File: config.mk
export PLATFORM = sky130hd
export DESIGN_NAME = min_sched
export DESIGN_NICKNAME = d
export VERILOG_FILES = /design/src/rtl/min_sched.sv
export SDC_FILE = /design/constraint.sdc
export NUM_CORES = 1
export LEC_CHECK = 0
export CAP_MARGIN = 20
export CORE_UTILIZATION = 40
export DETAILED_ROUTE_END_ITERATION = 10
export GPL_ROUTABILITY_DRIVEN = 0
export PLACE_DENSITY_LB_ADDON = 0.08
export SKIP_CTS_REPAIR_TIMING = 1
export SYNTH_ARGS = -nofsm -noshare
export SYNTH_HDL_FRONTEND = slang
export SYNTH_SLANG_ARGS = --single-unit
File: constraint.sdc
create_clock -name clk -period 5.6 [get_ports clk]
set_input_delay 1.4 -clock clk [delete_from_list [all_inputs] [get_ports clk]]
set_output_delay 1.4 -clock clk [all_outputs]
set_load 0.02 [all_outputs]
File: src/rtl/min_sched.sv
// min_sched: four requesters share one 2-input unsigned min comparator to compute min(A,B,C).
// Define MIN_SCHED_RR_EN for round-robin arbitration; otherwise the lowest requesting index wins.
module min_sched #(
  parameter int DW = 8
) (
  input  logic            clk,
  input  logic            rst_n,
  input  logic [3:0]      req_valid,
  input  logic [4*DW-1:0] req_a,
  input  logic [4*DW-1:0] req_b,
  input  logic [4*DW-1:0] req_c,
  output logic [3:0]      req_ready,
  output logic            res_valid,
  output logic [DW-1:0]   res_data,
  output logic [1:0]      res_id,
  input  logic            res_ready,
  output logic            busy
);
  localparam logic [1:0] S_IDLE = 2'd0;
  localparam logic [1:0] S_CMP1 = 2'd1;
  localparam logic [1:0] S_CMP2 = 2'd2;
  localparam logic [1:0] S_OUT  = 2'd3;
  logic [1:0]    r_state;
  logic [1:0]    r_cid;
  logic [1:0]    r_id;
  logic [DW-1:0] r_a;
  logic [DW-1:0] r_b;
  logic [DW-1:0] r_c;
  logic [DW-1:0] r_tmp;
  logic [DW-1:0] r_data;
  logic          r_valid;
  logic [1:0]    w_gid;
  logic          w_take;
  logic [DW-1:0] w_x;
  logic [DW-1:0] w_y;
  logic [DW-1:0] w_min;
`ifdef MIN_SCHED_RR_EN
  logic [1:0] r_ptr;
  // Descending scan so the first requester at or after the pointer wins.
  always_comb begin
    w_gid = r_ptr;
    for (int k = 3; k >= 0; k--)
      if (req_valid[r_ptr + 2'(k)]) w_gid = r_ptr + 2'(k);
  end
  always_ff @(posedge clk)
    if (!rst_n) r_ptr <= '0;
    else if (w_take) r_ptr <= w_gid + 2'd1;
`else
  always_comb begin
    w_gid = '0;
    for (int k = 3; k >= 0; k--)
      if (req_valid[k]) w_gid = 2'(k);
  end
`endif
  assign w_take    = rst_n && r_state == S_IDLE && |req_valid;
  assign req_ready = w_take ? 4'b0001 << w_gid : 4'b0000;
  assign busy      = rst_n && r_state != S_IDLE;
  assign res_valid = r_valid;
  assign res_data  = r_data;
  assign res_id    = r_id;
  // CMP1 compares A,B; CMP2 compares the partial result with C.
  assign w_x   = r_state == S_CMP1 ? r_a : r_tmp;
  assign w_y   = r_state == S_CMP1 ? r_b : r_c;
  assign w_min = w_x < w_y ? w_x : w_y;
  always_ff @(posedge clk) begin
    if (!rst_n) begin
      r_state <= S_IDLE;
      r_valid <= 1'b0;
      r_data  <= '0;
      r_id    <= '0;
      r_tmp   <= '0;
    end else begin
      case (r_state)
        S_IDLE: if (w_take) begin
          r_a     <= req_a[w_gid*DW +: DW];
          r_b     <= req_b[w_gid*DW +: DW];
          r_c     <= req_c[w_gid*DW +: DW];
          r_cid   <= w_gid;
          r_state <= S_CMP1;
        end
        S_CMP1: begin
          r_tmp   <= w_min;
          r_state <= S_CMP2;
        end
        S_CMP2: begin
          r_data  <= w_min;
          r_id    <= r_cid;
          r_valid <= 1'b1;
          r_state <= S_OUT;
        end
        default: if (res_ready) begin
          r_valid <= 1'b0;
          r_state <= S_IDLE;
        end
      endcase
    end
  end
endmodule
==> results of run 1 <==
[cell type report]
class,instances,share of cell area
sequential,47,0.2954
tap,77,0.02369
inverter,4,0.003692
clock buffer,8,0.02492
multi-input combinational,207,0.3508
timing repair buffer,124,0.3015
[critical path, stage by stage]
cell	delay, ns
clkdlybuf4s50_1	0.60
nor2b_1	0.17
buf_4	0.29
and2_1	0.18
clkdlybuf4s50_1	0.63
[layer usage]
metal / track usage / share of wire / vias up
met5: 0 / 0 / -
met4: 0.05855 / 0.013 / 0
met3: 0.04720 / 0.067 / 8
met2: 0.3533 / 0.48 / 106
met1: 0.2608 / 0.44 / 1180
li1: - / - / 1281
[kinds of logic (layout without fill, tap and decap cells)]
group                    Yosys count  after routing  share of synthesized area
multiplexers                      25             25                    0.09511
adder cells (fa/ha/maj)           11             11                    0.05030
AND/OR/NAND/NOR                  111            111                     0.1916
flip-flops                        47             47                     0.4390
buffers and inverters             26            136                    0.04298
AO/OA/AOI/OAI                     60             60                     0.1811
[sequential cells by signal, indices dropped and copies added (netlist names)]
name / count
r_state: 2
r_a: 8
r_tmp: 8
r_cid: 2
res_data: 8
r_c: 8
res_id: 2
r_b: 8
res_valid: 1
[cells in the final DEF (no fill, tap or decap), types with 3 or more instances in the layout]
| cell | n |
|---|---|
| dfxtp_1 | 21 |
| buf_4 | 6 |
| mux2i_1 | 17 |
| o21ai_0 | 6 |
| nor2b_1 | 3 |
| nand2_1 | 56 |
| clkbuf_8 | 5 |
| and2_1 | 5 |
| mux2_2 | 8 |
| inv_1 | 4 |
| nand3b_1 | 11 |
| nand4_1 | 3 |
| ha_1 | 11 |
| edfxtp_1 | 26 |
| clkdlybuf4s50_1 | 118 |
| nor2_1 | 14 |
| o21ai_1 | 7 |
| and3_1 | 4 |
| a21oi_1 | 6 |
| a222oi_1 | 24 |
| or3_1 | 4 |
| nand3_1 | 4 |
| o211ai_1 | 3 |
| o211ai_2 | 4 |
[power by group through the flow]
stage               sequential, mW  clock [mW]  combinational, mW
floorplan                    0.529           0              0.536
global placement             0.520           0              0.736
detailed placement           0.523           0              0.750
CTS                          0.516       0.230              0.754
global route                 0.527       0.241              0.829
finish                       0.516       0.223              0.752
[synthesized netlist by cell type, drive strengths merged, types with 2 or more instances]
| library cell | count |
|---|---|
| clkbuf | 18 |
| a21o | 2 |
| nand2 | 56 |
| ha | 11 |
| nor4 | 2 |
| and3 | 4 |
| nor2 | 14 |
| mux2i | 17 |
| nand3b | 11 |
| inv | 4 |
| a222oi | 24 |
| nand4 | 3 |
| or3 | 4 |
| o211ai | 7 |
| and2 | 5 |
| nor2b | 3 |
| buf | 4 |
| o21ai | 14 |
| dfxtp | 21 |
| a21oi | 7 |
| mux2 | 8 |
| nor3 | 3 |
| nand3 | 4 |
| edfxtp | 26 |
[per-stage QoR]
| stage | cell area (sq um) | util | power (mW) | worst slack, ns | hold slack [ns] |
|---|---|---|---|---|---|
| final | 4066 | 0.6296 | 1.491 | 0.9318 | 0.4848 |
| after global routing | 4066 | 0.6296 | 1.598 | 0.7985 | 0.5171 |
| after CTS | 4066 | 0.6296 | 1.501 | 0.9250 | 0.4885 |
| after detailed placement | 3965 | 0.6139 | 1.273 | 0.9427 | 0.4745 |
| after global placement | 3965 | 0.6139 | 1.256 | 0.9470 | 0.4678 |
| after floorplan | 2736 | - | 1.065 | 0.7120 | 0.4563 |
[worst paths after layout]
kind / from / endpoint / slack, ns / cells past startpoint
worst max-delay path: req_valid[1] / req_ready[1] / 0.93 / 5
worst min-delay path: res_data[5]$_SDFFE_PN0P_ / res_data[5]$_SDFFE_PN0P_ / 0.48 / 2
worst max register to register: r_state[1]$_SDFFE_PN0P_ / r_tmp[2]$_SDFFE_PN0P_ / 1.95 / 10
worst min register to register: res_data[5]$_SDFFE_PN0P_ / res_data[5]$_SDFFE_PN0P_ / 0.48 / 2
==> reports/results.txt, run 1 <==
Post-synth EDFFs = 26
Max VDD drop = 0.0001738 V
Clock share of power = 0.150
Placed Cells = 459
CP arrival = 3.27 ns
F_max = 0.2142 GHz
Leakage dissipation = 1.565 nW
Number of buffers created by CTS = 5
Core area = 6459 sq um
Post-synth top area share = 0.2853
Reg power frac = 0.346
Area of the multi-input gates = 1426 sq um
Clock sink count = 47
Filler cells = 567
Cell Int Power = 0.9359 mW
Setup crit end kind = output port
Initial Util = 0.4237
Yosys top cell by area = edfxtp_1
First-pass GRT wire length = 11740 um
Area of the mapped netlist = 2736 sq um
Power Density = 366.7 nW/um^2
Slew @ Worst Pin = 0.8978 ns
Status = complete, no violations
Switch share = 0.3723
Most area-consuming cells after synthesis = edfxtp_1 29%, dfxtp_1 15%, a222oi_1 8.8%
Hold Vio Cnt, Final = 0
Layout cells sized above 1 = 0.07436
Net Count, Synth = 394
Fraction of registers with async set or reset after synthesis = 0
Sequential area share after synthesis = 0.4390
Power share of the combinational group = 0.504
Initial antenna violation count = 0
1st-iter DRT viols = 214
Worst Path Class, Setup = in2out
Port-buffer cells = 118
Layout area overhead = 48.61%
Final WL = 7050 um
Antenna Violating Nets Remaining = 0
Largest net degree at the start of global routing = 29
Final period util = 0.8336
Final Setup Violations = 0
Final nets = 503
Reg area = 1201 sq um
Post-Layout Cell Count = 467
Residual DRC = 0
Min-Delay Path Class = reg2reg
Worst-Skew Late Latency = 0.30 ns
Die height = 84.71 um
Worst-path maximum fanout = 25
RSZ-0062 raised after global routing = false
CTS H-Tree Depth = 2
Hpwl dp = 5326 um
Distinct cells, synth = 37
Overall fraction of global-route tracks in use = 0.2062
Clock Path Buffers = 2
Critical path launch point type = input port
Antenna cells = 0
Max-cap violation count = 0
Pins over their slew limit = 0
Reg clk slew, reported paths = 0.08 ns
Register bit total from synthesis = 47
Routed vias/inst = 5.514
Chip width = 84.71 um
Synthesized area per cell = 9.773 sq um
Average wire per standard cell = 15.10 um
Pre-antenna DRT Iters = 10
CTS tree = built
Full die area = 7176 sq um
Fin Setup TNS = 0 ns
Minimum clock period = 4.668 ns
CP required = 4.20 ns
Switch Pwr = 0.5552 mW
Total gr overflow = 0
Via count = 2575
Vias in the first global route = 2565
Max-slew headroom = 0.4015
Top_reg_cell synth = edfxtp_1
YS warnings = 0
Cell Rows = 29
I/O pins = 119
CTS root buffer = clkbuf_8
Worst Skew = 0.006372 ns
Synthesized instance count = 280
Power figures use the tool's default switching activity.
==> run 2: changes to the inputs <==
--- a/config.mk
+++ b/config.mk
@@ -6,7 +6,7 @@
 export NUM_CORES = 1
 export LEC_CHECK = 0
 export CAP_MARGIN = 20
-export CORE_UTILIZATION = 40
+export CORE_UTILIZATION = 38
 export DETAILED_ROUTE_END_ITERATION = 10
 export GPL_ROUTABILITY_DRIVEN = 0
 export PLACE_DENSITY_LB_ADDON = 0.08
==> constraint.sdc (replaced) <==
create_clock -name clk -period 3.8 [get_ports clk]
set_input_delay 0.95 -clock clk [delete_from_list [all_inputs] [get_ports clk]]
set_output_delay 0.95 -clock clk [all_outputs]
set_load 0.02 [all_outputs]
==> run 2 against run 1 <==
Effect of this change: worst setup slack got worse by 0.62 ns; cell area is 0.65% higher; clock-buffer cell count down 1; register-to-register slack lost 1.5 ns; largest cell class unchanged; largest power group unchanged.
==> reports/results.txt, run 2 (synthesized netlist as in run 1, its figures left out) <==
Core area = 6869 sq um (+6.4%)
CP arrival = 2.54 ns (-0.73 ns)
Cells along the critical path = clkdlybuf4s50_1, nand2_1, a21oi_2, and2_1, clkdlybuf4s50_1
Antenna Violating Nets Remaining = 0 (unchanged)
Switch Pwr = 0.8084 mW (+46%)
Worst path slowest cell = clkdlybuf4s50_1
CTS tree = built
Initial Util = 0.3984 (-0.02531)
Status = complete, no violations
Max-cap violation count = 0 (unchanged)
Cell Int Power = 1.347 mW (+44%)
Slew @ Worst Pin = 0.7977 ns (-0.1001 ns)
Fin Setup TNS = 0 ns (unchanged)
Power Density = 526.7 nW/um^2 (+44%)
Hold Vio Cnt, Final = 0 (unchanged)
Reg power frac = 0.352 (+0.006)
Antenna cells = 0 (unchanged)
Max VDD drop = 0.0002186 V (+26%)
Routed vias/inst = 5.239 (-5.0%)
CTS root buffer = clkbuf_8
Worst-path maximum fanout = 5 (-80%)
Crit path launch = rst_n
Worst Path Class, Setup = in2out
Pins over their slew limit = 0 (unchanged)
Via count = 2562 (-0.50%)
Overall fraction of global-route tracks in use = 0.1991 (-0.007093)
Reg clk slew, reported paths = 0.09 ns (about the same)
Final WL = 7093 um (+0.61%)
Clock Path Buffers = 2 (unchanged)
RR Startpoint = r_state[1]$_SDFFE_PN0P_
Residual DRC = 0 (unchanged)
Most frequent cells in the layout = 118 x clkdlybuf4s50_1, 56 x nand2_1, 26 x edfxtp_1, 24 x a222oi_1, 21 x dfxtp_1
Full die area = 7545 sq um (+5.1%)
Final period util = 0.9182
Clock sink count = 47 (unchanged)
Cell Rows = 30 (+3.4%)
Filler cells = 619 (+9.2%)
Power share of the combinational group = 0.517 (+0.013)
Number of buffers created by CTS = 5 (unchanged)
Final nets = 506 (+0.60%)
Max-slew headroom = 0.4682 (+0.06676)
Critical path launch point type = input port
Die height = 86.86 um (+2.5%)
Final WS setup = 0.3107 ns (-0.6210 ns)
Worst Skew = 0.009423 ns (+0.003052 ns)
Setup crit end kind = output port
First-pass GRT wire length = 11720 um (-0.11%)
Switch share = 0.3750 (+0.002669)
Commonest non-fill, non-tap cell in the layout = clkdlybuf4s50_1
1st-iter DRT viols = 168 (-21%)
CTS H-Tree Depth = 2 (unchanged)
RSZ-0062 raised after global routing = false
Leakage dissipation = 1.572 nW (+0.41%)
Clock share of power = 0.131 (-0.019)
Worst-Skew Late Latency = 0.29 ns (about the same)
Top cell by count, worst path = clkdlybuf4s50_1
CP required = 2.85 ns (-1.35 ns)
Pre-antenna DRT Iters = 7 (-3)
Min-Delay Path Class = reg2reg
Final Setup Violations = 0 (unchanged)
F_max = 0.2866 GHz
Largest net degree at the start of global routing = 28 (-3.4%)
Worst path max stage delay = 0.64 ns (about the same)
Chip width = 86.86 um (+2.5%)
Hold slack = 0.4797 ns (-0.005095 ns)
Total gr overflow = 0 (unchanged)
Average wire per standard cell = 14.51 um (-3.9%)
Layout area overhead = 49.57%
Placement Setup Slack = 0.2815 ns (-0.6612 ns)
Port-buffer cells = 118 (unchanged)
Hold Crit Start = res_data[5]$_SDFFE_PN0P_
Layout cells sized above 1 = 0.08142 (+0.007066)
Initial antenna violation count = 0 (unchanged)
Hpwl dp = 5572 um (+4.6%)
Vias in the first global route = 2522 (-1.7%)
I/O pins = 119 (unchanged)
Minimum clock period = 3.489 ns
[run 2: cell types whose count changed in the layout (fill, tap and decap cells not counted)]
cell / previous run / this run
buf_4: 6 / 9
clkbuf_16: 1 / 0
clkinv_2: 0 / 1
[run 2: final timing paths]
kind                              end  slack (ns)  cells past startpoint
max reg2reg     r_tmp[7]$_SDFFE_PN0P_        0.47                     10
max                      req_ready[1]        0.31                      5
min          res_data[5]$_SDFFE_PN0P_        0.48                      2
min reg2reg  res_data[5]$_SDFFE_PN0P_        0.48                      2
[run 2: critical path: cells and delay by family]
kind | cells | cell delay [ns]
buffers and inverters | 2 | 1.17
AOI/OAI and AO/OA | 1 | 0.14
and+or+nand+nor | 2 | 0.27
[run 2: stage by stage]
stage | std cells | utilization | cell area (sq um) | total power, mW
after floorplan | 280 | - | 2740 | 1.569
after global placement | 481 | 0.5840 | 4011 | 1.858
after detailed placement | 481 | 0.5840 | 4011 | 1.887
after CTS | 489 | 0.5958 | 4093 | 2.177
after global routing | 489 | 0.5958 | 4093 | 2.327
final | 489 | 0.5958 | 4093 | 2.156
[run 2: cell type report]
type	instances	area [sq um]	share of cell area
inverter	4	15.01	0.003669
tap	96	120.1	0.02935
multi-input combinational	207	1426	0.3485
clock inverter	1	5.005	0.001223
clock buffer	7	76.32	0.01865
timing repair buffer	127	1249	0.3051
sequential	47	1201	0.2935
[run 2: power by group through the flow]
| stage | sequential, mW | combinational (mW) | clock [mW] |
|---|---|---|---|
| floorplan | 0.778 | 0.791 | 0 |
| global placement | 0.765 | 1.09 | 0 |
| detailed placement | 0.771 | 1.12 | 0 |
| CTS | 0.760 | 1.12 | 0.294 |
| global route | 0.774 | 1.24 | 0.313 |
| finish | 0.760 | 1.11 | 0.282 |
[run 2: layer usage]
metal,part of all wire,wire length (um),GRT usage,vias to the layer above
met4,0.0073,52,0.04545,0
met1,0.46,3239,0.2629,1177
li1,-,-,-,1288
met3,0.066,470,0.05498,4
met5,0,0,0,-
met2,0.47,3331,0.3250,93
